--- src/rtl/alu.sv ---
// 8-bit ALU with 19 opcodes and a registered result/carry.
// Define ALU_MULDIV_EN to build the multiplier and divider for opcodes 2, 3 and 16.
module alu (
  input  logic       clk,
  input  logic       rst,
  input  logic [7:0] A,
  input  logic [7:0] B,
  input  logic [4:0] ALU_Sel,
  output logic [7:0] ALU_Out,
  output logic       ALU_Carry
);

  typedef enum logic [4:0] {
    OP_ADD  = 5'd0,  OP_SUB  = 5'd1,  OP_MUL  = 5'd2,  OP_DIV  = 5'd3,
    OP_SHL  = 5'd4,  OP_SHR  = 5'd5,  OP_ROL  = 5'd6,  OP_ROR  = 5'd7,
    OP_AND  = 5'd8,  OP_OR   = 5'd9,  OP_XOR  = 5'd10, OP_NOR  = 5'd11,
    OP_NAND = 5'd12, OP_XNOR = 5'd13, OP_GT   = 5'd14, OP_EQ   = 5'd15,
    OP_MOD  = 5'd16, OP_INC  = 5'd17, OP_DEC  = 5'd18
  } op_t;

  logic [8:0] sum;
  logic [7:0] result;
  logic       carry;

  assign sum = {1'b0, A} + {1'b0, B};

`ifdef ALU_MULDIV_EN
  logic [15:0] prod;
  assign prod = {8'h00, A} * {8'h00, B};
`endif

  always_comb begin
    result = 8'h00;
    carry  = 1'b0;
    case (ALU_Sel)
      OP_ADD:  begin result = sum[7:0]; carry = sum[8]; end
      OP_SUB:  begin result = A - B; carry = (A < B); end
`ifdef ALU_MULDIV_EN
      OP_MUL:  begin result = prod[7:0]; carry = |prod[15:8]; end
      // Divide by zero saturates to all-ones and raises the flag
      OP_DIV:  begin
        if (B == 8'h00) begin result = 8'hFF; carry = 1'b1; end
        else            result = A / B;
      end
      OP_MOD:  begin
        if (B == 8'h00) begin result = 8'hFF; carry = 1'b1; end
        else            result = A % B;
      end
`endif
      OP_SHL:  begin result = {A[6:0], 1'b0}; carry = A[7]; end
      OP_SHR:  begin result = {1'b0, A[7:1]}; carry = A[0]; end
      OP_ROL:  result = {A[6:0], A[7]};
      OP_ROR:  result = {A[0], A[7:1]};
      OP_AND:  result = A & B;
      OP_OR:   result = A | B;
      OP_XOR:  result = A ^ B;
      OP_NOR:  result = ~(A | B);
      OP_NAND: result = ~(A & B);
      OP_XNOR: result = ~(A ^ B);
      OP_GT:   result = (A > B)  ? 8'h01 : 8'h00;
      OP_EQ:   result = (A == B) ? 8'h01 : 8'h00;
      OP_INC:  begin result = A + 8'd1; carry = (A == 8'hFF); end
      OP_DEC:  begin result = A - 8'd1; carry = (A == 8'h00); end
      default: begin result = 8'h00; carry = 1'b0; end
    endcase
  end

  always_ff @(posedge clk or posedge rst) begin
    if (rst) begin
      ALU_Out   <= 8'h00;
      ALU_Carry <= 1'b0;
    end else begin
      ALU_Out   <= result;
      ALU_Carry <= carry;
    end
  end

endmodule

--- config.mk ---
export PLATFORM = sky130hd
export DESIGN_NAME = alu
export DESIGN_NICKNAME = d
export VERILOG_FILES = /design/src/rtl/alu.sv
export SDC_FILE = /design/constraint.sdc
export NUM_CORES = 1
export LEC_CHECK = 0
export CAP_MARGIN = 20
export CORE_ASPECT_RATIO = 0.9
export CORE_MARGIN = 1.5
export CORE_UTILIZATION = 55
export CTS_CLUSTER_DIAMETER = 30
export DETAILED_ROUTE_END_ITERATION = 7
export PLACE_DENSITY = 0.8
export SLEW_MARGIN = 20
export SYNTH_ARGS = -nofsm -noshare
export SYNTH_HDL_FRONTEND = slang
export SYNTH_SLANG_ARGS = --single-unit
--- constraint.sdc ---
create_clock -name clk -period 0.8 [get_ports clk]
set_input_delay 0.08 -clock clk [delete_from_list [all_inputs] [get_ports clk]]
set_output_delay 0.08 -clock clk [all_outputs]
set_load 0.02 [all_outputs]
==> results of run 1 <==
[logic make-up after synthesis]
group,count (synthesis),share of synthesized area [%]
compound gates,90,30.2
xor+xnor,20,7.81
fa+ha+maj,33,19.4
buf+inv,47,8.59
flops,9,10.0
mux,9,4.07
simple gates,90,19.9
[per-stage QoR]
step | setup TNS, ns | hold slack, ns | utilization (%) | setup slack [ns] | cell area (um2)
3_3_place_gp | -14.48 | 0.360 | 86.0 | -1.63 | 3280
3_5_place_dp | -15.04 | 0.356 | 86.0 | -1.68 | 3280
2_1_floorplan | -6.90 | -0.0921 | - | -1.03 | 2450
==> qor.log, run 1 <==
[status] run status aborted with a tool error
[clock_tree] clock sinks 9
[logic_synthesis] library cell with the highest instance count after synthesis ha_1
[logic_synthesis] combined area of all synthesized cells 2240 um2
[logic_synthesis] cell accounting for the most synthesized area ha_1
[die] Std-Cell Rows 21
[clock_tree] quantity of gates resized following cts 217
[clock_tree] total CTS buffers 3
[die] initial core utilization 58.9%
[logic_synthesis] YS warnings 0
[die] DIE WIDTH 70.3 um
[clock_tree] maximum level of the CTS H-tree 1
[placed_design] Cell Count Post-Placement 433
[status] first error in the log [ERROR DPL-0038] Utilization greater than 100%, impossible to legalize
[logic_synthesis] top post-synthesis cells by count ha_1 (30), inv_1 (27), nor2_1 (22)
[clock_tree] Post CTS Setup Buffer Count 26
[placed_design] count of buffers from port buffering 31
[die] die boundary height 63.6 um
[clock_tree] CTS Buffer Depth 2
[logic_synthesis] Top FF cell, synth dfrtp_1
[clock_tree] Post-CTS Hold Fix Bufs 0
[logic_synthesis] Synthesized Nets 354
[logic_synthesis] share of the synthesized area in the top cell type 16.7%
[placed_design] RD Place Congestion 1.01
[logic_synthesis] share of synthesized area occupied by flip-flops and latches 10.0%
[clock_tree] CTS Root Buffer Type clkbuf_8
[logic_synthesis] Mean Syn Cell Area 7.53 um2
[placed_design] HPWL after DPL 6.57 mm
[logic_synthesis] gate count of the mapped netlist 298
[logic_synthesis] Yosys cell types 57
[logic_synthesis] flip-flop and latch count after synthesis 9
[logic_synthesis] number of enable-type register cells in the synthesized netlist 0
[logic_synthesis] share of synthesized registers carrying an async set or reset 100%
[status] Last stage clock tree synthesis
[die] boundary pin count 32
[logic_synthesis] largest cells by area after synthesis ha_1 (17%), dfrtp_1 (10%), xnor2_1 (5.1%), inv_1 (4.5%), a21oi_1 (4.0%)
==> inputs of run 2 (changes only) <==
Settings changed: CORE_ASPECT_RATIO 0.9 to unset, CORE_UTILIZATION 55 to 40, CTS_CLUSTER_DIAMETER 30 to unset, PLACE_DENSITY 0.8 to unset, PLACE_DENSITY_LB_ADDON set to 0.15.
==> qor.log, run 2 <==
[status] run status finished, violations left
[status] violated checks negative setup slack
[logic_synthesis] number of enable-type register cells in the synthesized netlist 0
[logic_synthesis] Synthesized Nets 354
[sta] unrepaired setup endpoints after global routing true
[route] number of DRC markers after the initial detailed-route iteration 303
[global_route] antenna violations before repair 0
[sta] Slew HR 71.8%
[die] Std-Cell Rows 27
[pwr] relative contribution of combinational cells to total power 67.8%
[worst_hold_path] class of the worst hold path in2async
[pwr] Worst IR Drop VDD 989 uV
[logic_synthesis] Yosys cell types 57
[critical_path] cell at the slowest stage of the critical path or4_4
[cells_and_area] flip-flop count of the largest register, all copies and words added 8
[critical_path] Worst Setup Start Kind input port
[clock_tree] Clock Pin Slew Worst Setup and Hold Paths 0.05 ns
[logic_synthesis] share of the synthesized area in the top cell type 16.7%
[placed_design] count of buffers from port buffering 31
[logic_synthesis] share of synthesized registers carrying an async set or reset 100%
[global_route] pin count of the biggest net entering global routing 26
[sta] total of endpoints with negative setup slack in the final report 18
[logic_synthesis] flip-flop and latch count after synthesis 9
[critical_path] Max FO, Critical Path 2
[critical_path] CP top delay family compound AO/OA/AOI/OAI gates
[clock_tree] clock sinks 9
[clock_tree] TritonCTS clock tree built
[placed_design] RD Place Congestion 0.977
[route] total via count in the routed design 2793
[pwr] power density cells 855 nW/um2
[logic_synthesis] Mean Syn Cell Area 7.53 um2
[route] Routed WL per cell 17.7 um
[logic_synthesis] largest cells by area after synthesis ha_1 (17%), dfrtp_1 (10%), xnor2_1 (5.1%), inv_1 (4.5%), a21oi_1 (4.0%)
[placed_design] Cell Count Post-Placement 477
[critical_path] crit-path max cell delay 0.54 ns
[logic_synthesis] gate count of the mapped netlist 298
[global_route] total routing resource utilization after global routing 28.1%
[sta] minimum setup slack in the final design -0.935 ns
[critical_path] critical path arrival 1.85 ns
[die] boundary pin count 32
[pwr] Switching Share 40.9%
[die] die boundary height 77.9 um
[pwr] Sequential Power Share 15.6%
[logic_synthesis] top post-synthesis cells by count ha_1 (30), inv_1 (27), nor2_1 (22)
[global_route] global route total overflow 0
[critical_path] Cell Chain, Critical Path clkdlybuf4s15_1 -> inv_2 -> ha_4 -> or4_4 -> o22ai_4 -> xor2_2 -> a2111oi_4 -> o221ai_2
[logic_synthesis] cell accounting for the most synthesized area ha_1
[sta] crit path time final 1.74 ns
[cells_and_area] final cell count without fillers 492
[sta] Period Utilization, post-route 217%
[route] drt first pass iters 4
[global_route] number of global-route vias before repair 2758
[route] Vias/cell 5.68
[cells_and_area] fraction of final layout cells with drive strength greater than 1 54.5%
[cells_and_area] Top reg by flops ALU_Out
[cells_and_area] area growth from synthesis to layout 77.5%
[cells_and_area] # fillers 432
[critical_path] Bufs and invs on worst path 2
[cells_and_area] # nets final 477
[critical_path] startpoint-to-endpoint class of the critical path in2reg
[job] Max Cap Violations 0
[sta] final count of hold timing violations 0
[placed_design] HPWL after DPL 6.52 mm
[clock_tree] maximum level of the CTS H-tree 1
[clock_tree] CTS Root Buffer Type clkbuf_8
[cells_and_area] number of antenna repair diodes 0
[pwr] Leakage Power 1.76 nW
[critical_path] WP data required 0.91 ns
[sta] fin. max-slew vios 0
[placed_design] setup slack after placement -1.70 ns
[pwr] PnR Total Power 3.40 mW
[route] Residual DRC 0
[logic_synthesis] share of synthesized area occupied by flip-flops and latches 10.0%
[clock_tree] total CTS buffers 3
[logic_synthesis] YS warnings 0
[logic_synthesis] library cell with the highest instance count after synthesis ha_1
[sta] hold slack final 0.115 ns
[die] initial core utilization 41.0%
[cells_and_area] utilization after layout 72.7%
[die] floorplan die area 6070 um2
[cells_and_area] most used cells in the layout excluding fill and tap cells buf_4 (99), buf_6 (23), nor2_1 (20)
[sta] worst-margin pin slew 0.421 ns
[die] DIE WIDTH 77.9 um
[logic_synthesis] combined area of all synthesized cells 2240 um2
[route] wire length after detailed routing 8.71 mm
[sta] highest clock frequency the design can meet 0.576 GHz
[cells_and_area] registers with the most flip-flops ALU_Out (8), ALU_Carry (1)
[critical_path] endpoint class of the critical path flip-flop
[cells_and_area] most common cell after layout, fill and taps aside buf_4
[logic_synthesis] Top FF cell, synth dfrtp_1
[pwr] internal power component 2.01 mW
[clock_tree] Post-CTS Hold Fix Bufs 0
[pwr] share of total power in the clock network 16.7%
[clock_tree] CTS Buffer Depth 2
[route] Detail Route Antenna Nets 0
[global_route] global-route wire length before repair 13.5 mm
[die] placeable core region 5470 um2
[pwr] switching pwr 1.39 mW
## run 2: power by group through the flow
| stage | sequential (mW) | combinational (mW) | clock [mW] |
|---|---|---|---|
| 2_1_floorplan | 0.591 | 1.00 | 0 |
| 4_1_cts | 0.529 | 2.13 | 0.543 |
| 6_report | 0.530 | 2.31 | 0.568 |
| 5_1_grt | 0.533 | 2.45 | 0.593 |
| 3_3_place_gp | 0.526 | 1.89 | 0 |
| 3_5_place_dp | 0.524 | 1.92 | 0 |
## run 2: logic make-up after synthesis
| family | synth area share (%) |
|---|---|
| fa+ha+maj | 19.4 |
| xor+xnor | 7.81 |
| simple gates | 19.9 |
| flops | 10.0 |
| mux | 4.07 |
| buf+inv | 8.59 |
| compound gates | 30.2 |
## run 2: routing by layer
| metal | routed length, um | global-route usage (%) | vias up |
|---|---|---|---|
| met3 | 495 | 2.47 | 23 |
| met2 | 4340 | 49.2 | 110 |
| met5 | 0 | 0 | - |
| met1 | 3630 | 35.9 | 1334 |
| met4 | 252 | 9.82 | 0 |
| li1 | - | - | 1326 |
## run 2: layout make-up
| type | count | area [um2] | share of cell area [%] |
|---|---|---|---|
| Multi-Input combinational cell | 242 | 2330 | 58.5 |
| Timing Repair Buffer | 137 | 1160 | 29.2 |
| Sequential cell | 9 | 225 | 5.66 |
| Inverter | 28 | 131 | 3.30 |
| Tap cell | 72 | 90.1 | 2.26 |
| Clock buffer | 4 | 45.0 | 1.13 |
## run 2: timing repair
action,4_1_cts,5_1_grt
buffers inserted,10,4
resized for setup,183,52
pin swaps,46,29
endpoints found under the setup margin,18,18
## run 2: final timing paths
| check | depth (start not counted) | start | end |
|---|---|---|---|
| max | 8 | B[3] | ALU_Out[7]$_DFF_PP0_ |
| max in group asynchronous | 2 | rst | ALU_Out[3]$_DFF_PP0_ |
| min | 2 | rst | ALU_Out[4]$_DFF_PP0_ |
| min in group clk | 5 | ALU_Sel[0] | ALU_Out[0]$_DFF_PP0_ |
## run 2: stage by stage
step / setup TNS, ns / cell area [um2]
final: -7.00 / 3980
after global routing: -7.72 / 3980
after CTS: -6.94 / 3770
after detailed placement: -14.76 / 3430
after global placement: -14.56 / 3430
after floorplan: -6.90 / 2450
(Power assumes the default switching activity.)
==> RTL change 1 (settings of run 2) <==
Add a define of `ALU_MULDIV_EN`.
--- a/src/rtl/alu.sv
+++ b/src/rtl/alu.sv
@@ -1,4 +1,6 @@
 // 8-bit ALU with 19 opcodes and a registered result/carry.
 // Define ALU_MULDIV_EN to build the multiplier and divider for opcodes 2, 3 and 16.
+`define ALU_MULDIV_EN
+
 module alu (
   input  logic       clk,
Function: changed (a bounded check fails within 4 cycles, from zero or initial values and one cycle with rst high).
==> RTL change 1 against run 2 <==
- the run still ends with setup timing left
- clock power up 60%
- utilization decreased by 5.8 points
- synthesized area rose to 2.8 times the old value
- setup slack worse by 7.5 ns
- sequential cell count unchanged
- power grew to 4.5 times the old value
- design area rose to 2.6 times the old value
- routed wire length grew to 3.3 times the old value
- critical path type unchanged
- largest power group unchanged
==> RTL change 1: results (changes against run 2) <==
Outcome: finished with violations (unchanged). Violations in the final reports: setup timing (unchanged). The complex-gate fraction of the synthesized area came to 26.0% (was 30.2%). The average via count per standard cell is 5.84 (was 5.68). The count of filler cells inserted in the layout is 1273 (was 432). The power density over the cells came to 1490 nW/um2 (was 855 nW/um2). The leakage power is 4.86 nW (was 1.76 nW). The wire length of the first global-routing pass came to 43800 um (was 13500 um). The portion of the post-synthesis area used by sequential elements came out at 3.62% (was 10.0%). The number of distinct library cells after synthesis came to 80 (was 57).

The synthesized net count is 984 (was 354). The number of levels the H-tree was split into came out at 1 (unchanged). The root cell of the clock tree is sky130_fd_sc_hd__clkbuf_16 (was sky130_fd_sc_hd__clkbuf_8). The synthesized-area fraction occupied by adder cells came out at 34.0% (was 19.4%). The buffer depth of the longest clock path is 2 (unchanged). The library cell contributing the largest single delay on the critical path is sky130_fd_sc_hd__mux2_4 (was sky130_fd_sc_hd__or4_4). Top cells by area in the synthesized netlist: sky130_fd_sc_hd__ha_1 21%, sky130_fd_sc_hd__fa_1 13%, sky130_fd_sc_hd__nor2_1 5.1% (was sky130_fd_sc_hd__ha_1 17%, sky130_fd_sc_hd__dfrtp_1 10%, sky130_fd_sc_hd__xnor2_1 5.1%). The start point of the critical path is B[5] (was B[3]). The critical path arrival came to 9.34 ns (was 1.85 ns). The fraction of synthesis flops using an asynchronous set or reset pin was 100% (unchanged). The aggregate global-route resource usage is 34.8% (was 28.1%). The placement-stage worst setup slack came out at -9.49 ns (was -1.70 ns). The total of endpoints with negative setup slack in the final report is 18 (unchanged). The classification of the worst-slack hold path was in2async (unchanged). The final wirelength was 28800 um (was 8710 um). The transition time at the pin with the least slew margin came out at 0.739 ns (was 0.421 ns). The count of nets after finishing came out at 1324 (was 477). The part of the power in combinational logic came out at 90.3% (was 67.8%). The violation count after the first detailed-route iteration is 584 (was 303). The final worst-path setup slack came to -8.45 ns (was -0.935 ns). The switching power is 0.00721 W (was 0.00139 W). The peak supply drop was 2.16 mV (was 0.989 mV). The fraction of layout cells with a size suffix above 1 is 43.3% (was 54.5%). The power in sequential cells came out at 0.000560 W (was 0.000530 W).

The placer congestion estimate is 0.981 (was 0.977). The pin count of the biggest net entering global routing is 39 (was 26). The worst-path maximum fanout came out at 5 (was 2). The share of synthesized area spent on multiplexers is 5.09% (was 4.07%).

Clock-pin slew was measured on the worst setup and hold paths at 0.04 ns. Leading cell types by count after synthesis: 105 x sky130_fd_sc_hd__ha_1, 85 x sky130_fd_sc_hd__nor2_1, 83 x sky130_fd_sc_hd__inv_1 (was 30 x sky130_fd_sc_hd__ha_1, 27 x sky130_fd_sc_hd__inv_1, 22 x sky130_fd_sc_hd__nor2_1). The delay of the slowest cell on the worst path is 0.36 ns (was 0.54 ns). The number of iterations in the first detailed-routing pass is 5 (was 4). The via count of the first global-routing pass came to 7977 (was 2758). The number of port buffers was 31 (unchanged). The xor/xnor cell area share of the yosys netlist is 5.21% (was 7.81%). The HPWL after detailed placement came out at 21500 um (was 6520 um).
==> RTL change 1: cell count changes after synthesis, sizes merged, moves of 20 or more <==
cell   delta
nor2     +63
ha       +75
nor3     +20
inv      +55
nand2    +28
fa       +37
o21ai    +40
a21oi    +37
==> RTL change 1: timing repair <==
| action | CTS | global route |
|---|---|---|
| pin swaps | 62 | 64 |
| buffers inserted | 55 | 19 |
| cloned | 1 | 0 |
| resized for setup | 208 | 61 |
| hold buffers | 0 | 0 |
| setup endpoints to repair | 18 | 18 |
==> RTL change 1: worst max-delay path by stage <==
stage | slack (ns) | endpoint | depth (start not counted)
6_report | -8.45 | ALU_Out[0] | 45
2_1_floorplan | -8.49 | ALU_Out[1] | 46
5_1_grt | -8.87 | ALU_Out[0] | 46
3_5_place_dp | -9.49 | ALU_Out[7] | 46
4_1_cts | -8.41 | ALU_Out[0] | 45
3_3_place_gp | -9.13 | ALU_Out[7] | 45
==> RTL change 1: per-stage QoR <==
step,hold WS (ns),instance area (um2),setup TNS [ns],cells
6_report,0.103,10200,-71.07,1343
5_1_grt,0.136,10200,-74.71,1343
4_1_cts,0.114,9740,-70.56,1327
3_5_place_dp,0.361,8870,-81.12,1267
3_3_place_gp,0.358,8870,-78.48,1267
2_1_floorplan,-0.0921,6510,-69.69,816
==> RTL change 1: layer usage <==
metal	vias to the layer above	part of all wire [%]	global-route usage, %
li1	3605	-	-
met3	107	6.8	3.26
met5	-	0	0
met2	381	47	59.6
met1	3745	41	44.6
met4	0	5.2	15.1
==> RTL change 1: final cells by class <==
type / count / share of cell area, %
flip-flops and latches: 9 / 2.21
repair buffers: 363 / 28.8
multi-input cells: 691 / 62.4
clock buffers: 4 / 0.774
inverters: 88 / 3.53
well taps: 188 / 2.31
==> RTL change 2 (config.mk and constraints of run 2) <==
Without the edit above. Remove the case item `OP_SUB` of the case on `ALU_Sel`.
--- a/src/rtl/alu.sv
+++ b/src/rtl/alu.sv
@@ -35,5 +35,4 @@
     case (ALU_Sel)
       OP_ADD:  begin result = sum[7:0]; carry = sum[8]; end
-      OP_SUB:  begin result = A - B; carry = (A < B); end
 `ifdef ALU_MULDIV_EN
       OP_MUL:  begin result = prod[7:0]; carry = |prod[15:8]; end
Function: changed (Yosys sat finds a counterexample within 4 cycles, from zero or initial values and one cycle with rst high).
==> RTL change 2 against run 2 <==
- the run still ends with setup timing left
- routed wire length grew 6.7%
- non-clock buffer count grew 5
- largest power group unchanged
- sequential power is essentially flat
- die area shrank 11%
- count of clock-buffer cells in the layout is the same
- synthesized area shrank 12%
- design area is 3.1% lower
- setup slack improved by 0.099 ns
- power fell by 2.5%
- sequential cell count is the same
- final cell count fell by 6.7%
==> RTL change 2: results (changes against run 2) <==
Outcome: finished with violations (unchanged). Violations in the final reports: setup timing (unchanged). The violation count after the first detailed-route iteration is 306 (was 303). The fraction of layout cells with a size suffix above 1 is 57.7% (was 54.5%). The worst-path maximum fanout came to 6 (was 2).

The xor/xnor cell area share of the yosys netlist came out at 7.95% (was 7.81%). The peak supply drop is 0.757 mV (was 0.989 mV). The library cell contributing the largest single delay on the critical path is sky130_fd_sc_hd__and2_4 (was sky130_fd_sc_hd__or4_4). The pin count of the biggest net entering global routing came out at 25 (was 26). The post-route minimum period is 1.64 ns (was 1.74 ns). The routed length per placed instance came out at 20.2 um (was 17.7 um). The number of iterations in the first detailed-routing pass came to 6 (was 4). The placer congestion estimate came out at 0.933 (was 0.977).

The aggregate global-route resource usage is 31.4% (was 28.1%). The portion of the post-synthesis area used by sequential elements came out at 11.4% (was 10.0%). The standard cell area after detailed placement is 2920 um2 (was 3430 um2). Top cells by area in the synthesized netlist: sky130_fd_sc_hd__ha_1 19%, sky130_fd_sc_hd__dfrtp_1 11%, sky130_fd_sc_hd__xor2_1 4.9% (was sky130_fd_sc_hd__ha_1 17%, sky130_fd_sc_hd__dfrtp_1 10%, sky130_fd_sc_hd__xnor2_1 5.1%). The total of endpoints with negative setup slack in the final report is 18 (unchanged). The transition time at the pin with the least slew margin came out at 0.672 ns (was 0.421 ns). The dominant delay contributor by cell family on the critical path is simple AND/OR/NAND/NOR gates (was compound AO/OA/AOI/OAI gates). The wire length of the first global-routing pass was 12900 um (was 13500 um).

The synthesized-area fraction occupied by adder cells came out at 21.0% (was 19.4%). The via count of the first global-routing pass is 2545 (was 2758). The complex-gate fraction of the synthesized area was 26.9% (was 30.2%). The count of nets after finishing is 448 (was 477). Leading cell types by count after synthesis: 30 x sky130_fd_sc_hd__ha_1, 25 x sky130_fd_sc_hd__inv_1, 21 x sky130_fd_sc_hd__nand2_1 (was 30 x sky130_fd_sc_hd__ha_1, 27 x sky130_fd_sc_hd__inv_1, 22 x sky130_fd_sc_hd__nor2_1). The critical path arrival is 1.72 ns (was 1.85 ns).

The delay of the slowest cell on the worst path came to 0.25 ns (was 0.54 ns). The average via count per standard cell came to 5.98 (was 5.68). The leakage power is 1.75 nW (was 1.76 nW).

The count of filler cells inserted in the layout came out at 283 (was 432). The total number of yosys warnings is 0 (unchanged). The final worst-path setup slack is -0.836 ns (was -0.935 ns). The total negative slack is -6.76 ns (was -7.00 ns). The number of distinct library cells after synthesis came to 55 (was 57). The placement-stage worst setup slack is -1.40 ns (was -1.70 ns).
==> RTL change 2: layer usage <==
metal | global-route usage (%) | vias to the layer above | wire [um]
li1 | - | 1221 | -
met1 | 40.9 | 1284 | 3640
met2 | 50.9 | 192 | 4540
met3 | 5.62 | 49 | 746
met4 | 13.4 | 0 | 361
met5 | 0 | - | 0
==> RTL change 2: worst paths after layout <==
check | slack, ns | end | depth (start not counted) | start
setup / recovery | -0.84 | ALU_Out[7] | 10 | ALU_Sel[2]
hold / removal | 0.14 | ALU_Out[0] | 2 | rst
max in group asynchronous | 0.40 | ALU_Out[4] | 2 | rst
min in group clk | 0.39 | ALU_Carry | 5 | ALU_Sel[3]
==> RTL change 2: cell type report <==
cell class | instances | share of cell area [%]
clock buffers | 4 | 1.17
repair buffers | 142 | 33.9
flip-flops and latches | 9 | 5.84
inverters | 26 | 2.86
multi-input cells | 211 | 54.0
well taps | 67 | 2.17
==> RTL change 2: repair_timing <==
| action | 4_1_cts | 5_1_grt |
|---|---|---|
| cloned | 1 | 0 |
| pin swaps | 49 | 37 |
| resized for setup | 223 | 43 |
| hold buffers | 0 | 0 |
| setup endpoints to repair | 18 | 18 |
| buffers inserted | 22 | 17 |
==> RTL change 2: power breakdown <==
| group | switching [W] | total [W] | internal (W) |
|---|---|---|---|
| clock | 0.000208 | 0.000557 | 0.000350 |
| combinational | 0.00108 | 0.00223 | 0.00115 |
| sequential | 0.0000262 | 0.000531 | 0.000505 |
==> RTL change 2: per-stage QoR <==
step	std cells	util, %
floorplan	262	-
global placement	415	61.3
detailed placement	415	61.3
CTS	442	74.9
global route	459	81.1
finish	459	81.1
